<file path="config.mk">
export PLATFORM = sky130hd
export DESIGN_NAME = button_decoder
export DESIGN_NICKNAME = d
export VERILOG_FILES = /design/src/rtl/button_pkg.sv /design/src/rtl/button_debounce.sv /design/src/rtl/button_decoder.sv
export SDC_FILE = /design/constraint.sdc
export NUM_CORES = 1
export LEC_CHECK = 0
export ABC_CLOCK_PERIOD_IN_PS = 4850
export CAP_MARGIN = 15
export CORE_AREA = 3 3 64 66
export DETAILED_ROUTE_END_ITERATION = 6
export DIE_AREA = 0 0 67 69
export SKIP_LAST_GASP = 1
export SLEW_MARGIN = 0
export SYNTH_ARGS = -nofsm -noshare
export SYNTH_HDL_FRONTEND = slang
export SYNTH_SLANG_ARGS = --single-unit
</file>
<file path="constraint.sdc">
create_clock -name clk -period 4.85 [get_ports clk]
set_clock_uncertainty 0.2 [all_clocks]
set_input_delay 1.455 -clock clk [delete_from_list [all_inputs] [get_ports clk]]
set_output_delay 1.455 -clock clk [all_outputs]
set_load 0.05 [all_outputs]
</file>
<file path="src/rtl/button_pkg.sv">
// Shared event codes and FSM state encoding for the button decoder.
// Latency: none (declarations only).
// Backpressure: n/a. The WAIT2 state exists only when BUTTON_DOUBLE_EN is defined.
package button_pkg;

    localparam logic [1:0] EV_NONE   = 2'b00;
    localparam logic [1:0] EV_SHORT  = 2'b01;
    localparam logic [1:0] EV_LONG   = 2'b10;
    localparam logic [1:0] EV_DOUBLE = 2'b11;

    typedef enum logic [1:0] {
        ST_IDLE,
        ST_PRESSED,
        ST_HELD
`ifdef BUTTON_DOUBLE_EN
        ,
        ST_WAIT2
`endif
    } state_t;

endpackage

</file>
<file path="src/rtl/button_debounce.sv">
// Synchronizes the raw active-low button and debounces it into a clean pressed level.
// Latency: a clean raw edge reaches btn_level exactly 2 + DEBOUNCE_CYC cycles later.
// Backpressure: none; free-running level output.
module button_debounce
    import button_pkg::*;
#(
    parameter int DEBOUNCE_CYC = 100
) (
    input  logic clk,
    input  logic rst,
    input  logic btn_n,
    output logic btn_level
);

    localparam int CW = $clog2(DEBOUNCE_CYC + 1);
    localparam logic [CW-1:0] CNT_LAST = CW'(DEBOUNCE_CYC - 1);

    // Inverting at the input keeps the reset value of the chain (0) equal to
    // "released", so reset never produces a spurious pressed sample.
    logic          sync1;
    logic          sync2;
    logic [CW-1:0] cnt;

    // Two-flop synchronizer, then count consecutive disagreeing samples;
    // a single agreeing sample restarts the count.
    always_ff @(posedge clk) begin
        if (rst) begin
            sync1     <= 1'b0;
            sync2     <= 1'b0;
            cnt       <= '0;
            btn_level <= 1'b0;
        end else begin
            sync1 <= ~btn_n;
            sync2 <= sync1;
            if (sync2 == btn_level) begin
                cnt <= '0;
            end else if (cnt == CNT_LAST) begin
                btn_level <= ~btn_level;
                cnt       <= '0;
            end else begin
                cnt <= cnt + 1'b1;
            end
        end
    end

endmodule

</file>
<file path="src/rtl/button_decoder.sv">
// Classifies debounced button presses into SHORT / LONG (and DOUBLE with BUTTON_DOUBLE_EN) events.
// Latency: ev_valid rises the cycle after the classifying FSM transition (release, LONG_CYC hold, or second press).
// Backpressure: single-entry event register; a new event arriving while one is held unaccepted is dropped and ev_drop pulses.
module button_decoder
    import button_pkg::*;
#(
    parameter int DEBOUNCE_CYC = 100,
    parameter int LONG_CYC     = 10000,
    parameter int DOUBLE_CYC   = 3000
) (
    input  logic       clk,
    input  logic       rst,
    input  logic       btn_n,
    output logic       btn_level,
    output logic       ev_valid,
    output logic [1:0] ev_code,
    input  logic       ev_ready,
    output logic       ev_drop
);

    localparam int HOLD_MAX = (LONG_CYC > DOUBLE_CYC) ? LONG_CYC : DOUBLE_CYC;
    localparam int HW       = $clog2(HOLD_MAX + 1);
    localparam logic [HW-1:0] HOLD_TOP  = HW'(HOLD_MAX);
    localparam logic [HW-1:0] LONG_LAST = HW'(LONG_CYC - 1);
`ifdef BUTTON_DOUBLE_EN
    localparam logic [HW-1:0] DBL_LAST  = HW'(DOUBLE_CYC - 1);
`endif

    state_t        state;
    state_t        state_nx;
    logic [HW-1:0] hold_cnt;
    logic [HW-1:0] hold_nx;
    logic          level_q;
    logic          rise;
    logic          fall;
    logic [1:0]    ev_new;

    button_debounce #(
        .DEBOUNCE_CYC(DEBOUNCE_CYC)
    ) u_debounce (
        .clk      (clk),
        .rst      (rst),
        .btn_n    (btn_n),
        .btn_level(btn_level)
    );

    assign rise = btn_level & ~level_q;
    assign fall = ~btn_level & level_q;

    // State, hold counter and previous debounced level.
    always_ff @(posedge clk) begin
        if (rst) begin
            state    <= ST_IDLE;
            hold_cnt <= '0;
            level_q  <= 1'b0;
        end else begin
            state    <= state_nx;
            hold_cnt <= hold_nx;
            level_q  <= btn_level;
        end
    end

    // Press classification; the hold counter saturates instead of wrapping.
    always_comb begin
        state_nx = state;
        hold_nx  = hold_cnt;
        ev_new   = EV_NONE;
        case (state)
            ST_IDLE: begin
                if (rise) begin
                    state_nx = ST_PRESSED;
                    hold_nx  = '0;
                end
            end
            ST_PRESSED: begin
                if (hold_cnt != HOLD_TOP) begin
                    hold_nx = hold_cnt + 1'b1;
                end
                // A release wins over the long threshold in the same cycle:
                // the button is no longer pressed.
                if (fall) begin
`ifdef BUTTON_DOUBLE_EN
                    state_nx = ST_WAIT2;
                    hold_nx  = '0;
`else
                    ev_new   = EV_SHORT;
                    state_nx = ST_IDLE;
`endif
                end else if (hold_cnt == LONG_LAST) begin
                    ev_new   = EV_LONG;
                    state_nx = ST_HELD;
                end
            end
            ST_HELD: begin
                if (fall) begin
                    state_nx = ST_IDLE;
                end
            end
`ifdef BUTTON_DOUBLE_EN
            ST_WAIT2: begin
                if (hold_cnt != HOLD_TOP) begin
                    hold_nx = hold_cnt + 1'b1;
                end
                // A second press arriving on the timeout cycle still counts as a double.
                if (rise) begin
                    ev_new   = EV_DOUBLE;
                    state_nx = ST_HELD;
                end else if (hold_cnt == DBL_LAST) begin
                    ev_new   = EV_SHORT;
                    state_nx = ST_IDLE;
                end
            end
`endif
            default: begin
                state_nx = ST_IDLE;
                hold_nx  = '0;
            end
        endcase
    end

    // Single-entry event register: load when empty or being drained, else drop.
    always_ff @(posedge clk) begin
        if (rst) begin
            ev_valid <= 1'b0;
            ev_code  <= EV_NONE;
            ev_drop  <= 1'b0;
        end else begin
            ev_drop <= 1'b0;
            if (ev_new != EV_NONE) begin
                if (!ev_valid || ev_ready) begin
                    ev_valid <= 1'b1;
                    ev_code  <= ev_new;
                end else begin
                    ev_drop <= 1'b1;
                end
            end else if (ev_valid && ev_ready) begin
                ev_valid <= 1'b0;
            end
        end
    end

endmodule

</file>
==> flow_summary.toml, run 1 <==
[clock_network]
clk_path_buf_depth = 2
post-cts-setup-buffers = 0
htreeDepth = 2
root_buffer = "clkbuf_8"
clkLatencyLatePin_ns = 0.28
hold_buffers = 0
cts.sinks = 31
cts_resized = 0
cts_buffers = 5
tritoncts = "yes"
clk_pin_slew_ns = 0.07

[route]
wl_per_cell_um = 12.4
routed_wl_um = 2710
vias = 1155
initialDrtViolationCount = 47
vias_per_cell = 5.27
ant_nets = 0
firstDrtPassIters = 4
drc = 0

[die]
initial_utilization = 0.393
die_h_um = 69
coreArea_um2 = 3630
rows = 22
dieWidth_um = 67
die_area_um2 = 4620
boundaryPins = 9

[global_route]
antenna_found_initial = 0
grt_pass1_vias = 1071
grt_pass1_wl_um = 4770
track_usage = 0.131
met3_usage = 0.0423
grt_max_degree = 15
use_met1 = 0.178
top_usage_layer = "met2"
overflow = 0
use_met2 = 0.191

[layout]
antenna_cells = 0
drive_above_1_share = 0.0702
nFillCells = 380
seqCellArea_um2 = 621
multi_input_area_um2 = 767
stdcell_count = 219
syn2layout_area_growth_pct = 16.1
final_common_cell = "dfxtp_1"
layout.cell_area.non_filler_um2 = 1660
finish.net_count = 177
most-common-layout-cells = "dfxtp_1, nor2_1, a21oi_1, o21ai_0"

[timing]
drv_slew = 0
slew_headroom = 0.367
hold_viol = 0
setup_viol = 0
tns_ns = 0
period_share = 0.671
min_period_ns = 3.25
max_freq_mhz = 307
fin_ws_ns = 1.60
rsz0062_at_grt = "false"
worstMarginPinSlew_ns = 0.948

[place]
postPlaceCellArea_um2 = 1550
dp_hpwl_um = 1930
dpl_worst_slack_ns = 1.67
port_buffers = 8
dp.cells = 211
place_congestion = 0.740

[power]
p_leak_uw = 0.000524
p_seq_frac = 0.498
clock_power_share = 0.487
p_switching_uw = 102
finalPower_uw = 514
power.internal_uw = 412
power_density_nw_per_um2 = 310
comb_power_share = 0.015
swShare = 0.199
ir_drop_v = 0.000146

[logic_synthesis]
ys_seq_elements = 31
synth_top_cell_by_area = "dfxtp_1"
yosysSeqAreaShare = 0.434
syn_avg_cell_area_um2 = 8.93
synth_cells = 160
yosysWarnings = 0
synth_nets = 167
syn_area_um2 = 1430
synth_cell_types = 40
synth_top_area_share = 0.434
synth_area_leaders = "dfxtp_1, a21oi_1, nor2_1"

[worst_hold_path]
holdPathStages = 1
hp-class = "register to register"

[critical_path]
critPathLaunchType = "register"
cp_max_fo = 7
cp_slowest_stage_delay_ns = 0.86
path_buf_inv = 1
path_delay_family = "buffers and inverters"
crit_path_end_kind = "primary output"
required_ns = 3.19
cp.depth = 1
ff2ff_path_depth = 4
path_class = "register to primary output"
worstPathCellList = "clkdlybuf4s50_1"
crit_slowest_cell = "clkdlybuf4s50_1"
cp.arrival_ns = 1.60

[status]
status = "finished clean"

[flow_run]
max_cap_viol_count = 0
-- layer usage --
layer / vias to the layer above / share of wire
met5: - / 0
met3: 2 / 0.047
li1: 596 / -
met1: 536 / 0.49
met2: 21 / 0.46
met4: 0 / 0.0033
-- cells in the mapped netlist, drive strengths merged --
master,instances
nor4b,2
and2b,1
buf,3
dfxtp,31
clkbuf,2
xor2,5
nor4bb,1
o21ai,11
nor2,16
o31ai,2
xnor2,4
a211oi,1
and4,3
o21bai,2
nor4,1
mux2i,1
or3,9
and3,1
nand4,3
nor3,2
nor3b,2
ha,3
o211ai,3
nor2b,4
o21a,1
nand3,9
or4,2
o2111ai,2
inv,5
a21oi,13
and2,2
nand2b,2
nand2,8
and4b,2
and3b,1
-- flip-flops by register name (all words and copies together), names as in the netlist --
signal / cells
hold_cnt: 14
u_debounce.cnt: 7
ev_code: 2
state: 2
ev_drop: 1
ev_valid: 1
level_q: 1
u_debounce.btn_level: 1
u_debounce.sync1: 1
u_debounce.sync2: 1
-- logic make-up (layout without fill, tap and decap cells) --
| kind of cell | count (synthesis) | count (layout) | synth area share |
|---|---|---|---|
| AND/OR/NAND/NOR | 71 | 71 | 0.292 |
| AO/OA/AOI/OAI | 35 | 35 | 0.156 |
| flip-flops | 31 | 31 | 0.434 |
| buffers and inverters | 10 | 21 | 0.0289 |
| XOR/XNOR | 9 | 9 | 0.0552 |
| adder cells (fa/ha/maj) | 3 | 3 | 0.0263 |
| multiplexers | 1 | 1 | 0.00701 |
-- worst paths after layout --
check                                          start  slack [ns]               end
worst max-delay path            u_debounce.btn_level        1.60         btn_level
worst min register to register      u_debounce.sync1        0.25  u_debounce.sync2
worst min-delay path                u_debounce.sync1        0.25  u_debounce.sync2
worst max register to register  u_debounce.btn_level        2.64      hold_cnt[12]
-- stage by stage --
step,utilization,hold slack [ns]
after floorplan,-,0.214
after global placement,0.426,0.227
after detailed placement,0.426,0.237
after CTS,0.457,0.257
after global routing,0.457,0.262
final,0.457,0.253
-- cell type report --
type	count	area share
clock buffer	5	0.0415
clock inverter	3	0.0264
inverter	5	0.0113
multi-input combinational	119	0.462
sequential	31	0.374
tap	48	0.0362
timing repair buffer	8	0.0483
-- power groups by stage --
| stage | Sequential (µW) | Combinational, µW | Clock [µW] |
|---|---|---|---|
| after floorplan | 262 | 4.57 | 0 |
| after global placement | 262 | 7.52 | 0 |
| after detailed placement | 262 | 7.68 | 0 |
| after CTS | 256 | 7.64 | 259 |
| after global routing | 256 | 8.47 | 270 |
| final | 256 | 7.63 | 250 |
No activity file was read; power rests on OpenSTA's default activity.
==> inputs of run 2 (changes only) <==
ABC_CLOCK_PERIOD_IN_PS = 2950   (was 4850)
clock period = 2.95 ns   (was 4.85 ns; I/O delays follow)
==> flow_summary.toml, run 2 (synthesis results as in run 1) <==
[critical_path]
worstPathCellList = "clkdlybuf4s50_1"
path_buf_inv = 1
cp_max_fo = 2
path_delay_family = "buffers and inverters"
required_ns = 1.87
crit_path_end_kind = "primary output"
cp_slowest_stage_delay_ns = 0.82
path_class = "register to primary output"
cp.arrival_ns = 1.42
crit_slowest_cell = "clkdlybuf4s50_1"
critPathLaunchType = "register"

[power]
power.internal_uw = 639
swShare = 0.194
power_density_nw_per_um2 = 477
p_seq_frac = 0.531
p_leak_uw = 0.000528
p_switching_uw = 154
clock_power_share = 0.452
ir_drop_v = 0.000407
comb_power_share = 0.017

[route]
drc = 0
vias_per_cell = 5.30
wl_per_cell_um = 12.3
ant_nets = 0
firstDrtPassIters = 4
initialDrtViolationCount = 61
vias = 1172
routed_wl_um = 2730

[die]
boundaryPins = 9
coreArea_um2 = 3630
dieWidth_um = 67
die_area_um2 = 4620
rows = 22
die_h_um = 69
initial_utilization = 0.393

[timing]
drv_slew = 0
hold_viol = 0
fin_ws_ns = 0.450
worstMarginPinSlew_ns = 0.897
setup_viol = 0
rsz0062_at_grt = "false"
max_freq_mhz = 400
slew_headroom = 0.401
tns_ns = 0
period_share = 0.848
min_period_ns = 2.50

[global_route]
antenna_found_initial = 0
grt_pass1_wl_um = 4890
overflow = 0
grt_pass1_vias = 1079
track_usage = 0.137
grt_max_degree = 13

[layout]
syn2layout_area_growth_pct = 16.3
finish.utilization = 0.457
largest_reg_flops = 14
nFillCells = 370
final_common_cell = "dfxtp_1"
reg_top3 = "hold_cnt x14, u_debounce.cnt x7"
most-common-layout-cells = "dfxtp_1, nor2_1, a21oi_1, o21ai_0"
top_register = "hold_cnt"
finish.net_count = 179
drive_above_1_share = 0.0751
antenna_cells = 0
layout.cell_area.non_filler_um2 = 1660

[place]
postPlaceCellArea_um2 = 1560
dp_hpwl_um = 2010
dpl_worst_slack_ns = 0.530
port_buffers = 8
place_congestion = 0.736

[clock_network]
cts_resized = 0
post-cts-setup-buffers = 0
clkLatencyLatePin_ns = 0.27
cts_buffers = 5
htreeDepth = 2
root_buffer = "clkbuf_8"
cts.sinks = 31
clk_path_buf_depth = 2
hold_buffers = 0
clk_pin_slew_ns = 0.06
tritoncts = "yes"

[worst_hold_path]
hp-class = "register to register"

[status]
status = "finished clean"

[flow_run]
max_cap_viol_count = 0
run 2: cell types whose count changed in the layout (fill, tap and decap cells not counted):
cell,change
clkinv_4,-1
clkbuf_1,+1
clkbuf_8,+2
clkinv_2,-1
bufinv_16,-1
buf_4,+2
run 2: area by class of cell:
cell class              count  area (µm²)  area share
well taps                  48        60.1      0.0361
flip-flops and latches     31         621       0.373
inverters                   5        18.8      0.0113
repair buffers             10        95.1      0.0572
multi-input cells         119         767       0.462
clock buffers               8         100      0.0602
run 2: worst paths after layout:
kind / startpoint / endpoint / slack (ns) / cells past startpoint
setup reg to reg: u_debounce.btn_level / hold_cnt[4] / 0.82 / 5
hold reg to reg: u_debounce.sync1 / u_debounce.sync2 / 0.25 / 1
hold / removal: u_debounce.sync1 / u_debounce.sync2 / 0.25 / 1
setup / recovery: u_debounce.btn_level / btn_level / 0.45 / 1
run 2: power groups by stage:
stage,combinational (µW),sequential [µW],clock (µW)
final,13.8,421,358
after global routing,15.4,421,395
after CTS,14.0,421,373
after detailed placement,14.0,430,0
after global placement,13.7,430,0
after floorplan,7.51,430,0
run 2: layer usage:
metal	part of all wire	GRT usage	up-vias
met1	0.49	0.191	541
li1	-	-	604
met3	0.047	0.0521	4
met4	0.013	0.0608	0
met5	0	0	-
met2	0.45	0.184	23
run 2: through the flow:
step	hold slack, ns	total power (µW)	instances
detailed placement	0.234	444	213
global placement	0.220	444	213
floorplan	0.214	438	160
CTS	0.253	808	221
finish	0.249	793	221
global route	0.260	831	221
==> inputs of run 3 (changes only) <==
ABC_CLOCK_PERIOD_IN_PS = 2300   (was 2950)
clock period = 2.3 ns   (was 2.95 ns; I/O delays follow)
==> flow_summary.toml, run 3 (synthesis results as in run 1) <==
[layout]
layout.cell_area.non_filler_um2 = 1640
multi_input_area_um2 = 767
finish.net_count = 180
antenna_cells = 0
most-common-layout-cells = "dfxtp_1, nor2_1, a21oi_1, o21ai_0"
nFillCells = 378
final_common_cell = "dfxtp_1"
drive_above_1_share = 0.103
largest_reg_flops = 14
stdcell_count = 222
top_register = "hold_cnt"
syn2layout_area_growth_pct = 14.6
seqCellArea_um2 = 621
reg_top3 = "hold_cnt x14, u_debounce.cnt x7"

[timing]
max_freq_mhz = 528
slew_headroom = 0.661
drv_slew = 0
setup_viol = 0
period_share = 0.823
hold_ws_ns = 0.249
rsz0062_at_grt = "false"
min_period_ns = 1.89
worstMarginPinSlew_ns = 0.501
tns_ns = 0
hold_viol = 0

[critical_path]
crit_end = "state[0]"
crit_start = "hold_cnt[0]"
path_class = "register to register"
r2r_slack_ns = 0.41
critPathLaunchType = "register"
required_ns = 2.29
ff2ff_path_depth = 5
cp_max_fo = 5
r2r_start = "hold_cnt[0]"
r2r-end = "state[0]"
cp.arrival_ns = 1.88
crit_path_end_kind = "register"

[place]
dp.cells = 214
dp_hpwl_um = 2120
port_buffers = 8
place_congestion = 0.764
postPlaceCellArea_um2 = 1560

[power]
clock_power_share = 0.420
finalPower_uw = 964
ir_drop_v = 0.000430
swShare = 0.211
power.internal_uw = 760
p_leak_uw = 0.000534
p_seq_frac = 0.560
comb_power_share = 0.020
power_density_nw_per_um2 = 589
p_switching_uw = 204

[global_route]
grt_pass1_wl_um = 4870
overflow = 0
grt_pass1_vias = 1134
grt_max_degree = 13
antenna_found_initial = 0
track_usage = 0.134

[route]
ant_nets = 0
routed_wl_um = 2900
vias_per_cell = 5.36
vias = 1189
wl_per_cell_um = 13.0
firstDrtPassIters = 4
initialDrtViolationCount = 45
drc = 0

[clock_network]
clkLatencyLatePin_ns = 0.28
cts_resized = 0
cts.sinks = 31
tritoncts = "yes"
root_buffer = "clkbuf_8"
cts_buffers = 5
clk_path_buf_depth = 2
htreeDepth = 2
clk_pin_slew_ns = 0.06
hold_buffers = 0
post-cts-setup-buffers = 0

[die]
rows = 22
die_area_um2 = 4620
die_h_um = 69
coreArea_um2 = 3630
initial_utilization = 0.393
dieWidth_um = 67
boundaryPins = 9

[worst_hold_path]
hp-class = "register to register"

[flow_run]
max_cap_viol_count = 0

[status]
status = "finished clean"
## run 3: cell count changes in the layout (fill, tap and decap cells not counted)
cell,change
clkbuf_8,-2
clkinv_2,+1
clkdlybuf4s50_1,-5
buf_4,+6
clkbuf_1,+1
## run 3: final cells by class
type                       instances  area share
multi-input combinational        119       0.468
sequential                        31       0.379
timing repair buffer              11      0.0550
clock buffer                       7      0.0466
tap                               48      0.0367
inverter                           5      0.0115
clock inverter                     1     0.00306
## run 3: worst max-delay path, stage by stage, from the launching register on
cell      delay [ns]
dfxtp_1         0.36
ha_1            0.26
and4b_1         0.20
and4_1          0.22
or3_1           0.30
a211oi_1        0.25
## run 3: worst min path at each step
stage / start / endpoint / slack, ns / cells past startpoint
2_1_floorplan: u_debounce.sync1 / u_debounce.sync2 / 0.21 / 1
3_3_place_gp: u_debounce.sync1 / u_debounce.sync2 / 0.23 / 1
3_5_place_dp: u_debounce.sync1 / u_debounce.sync2 / 0.24 / 1
4_1_cts: u_debounce.sync1 / u_debounce.sync2 / 0.25 / 1
5_1_grt: u_debounce.sync1 / u_debounce.sync2 / 0.27 / 1
6_report: u_debounce.sync1 / u_debounce.sync2 / 0.25 / 1
## run 3: power by group through the flow
stage          Sequential [µW]  Combinational (µW)  Clock, µW
3_3_place_gp               552                18.6          0
4_1_cts                    540                19.3        417
5_1_grt                    540                21.2        443
6_report                   540                19.3        405
3_5_place_dp               552                19.4          0
2_1_floorplan              552                9.63          0
## run 3: metal layers
layer	global-route usage	wire length [µm]
met1	0.163	1380
met2	0.216	1380
met3	0.0293	76
met4	0.0676	61
met5	0	0
## run 3: metrics by stage
step                utilization  setup slack, ns
floorplan                     -            0.158
global placement          0.428            0.310
detailed placement        0.428            0.246
CTS                       0.451            0.401
global route              0.451            0.281
finish                    0.451            0.407
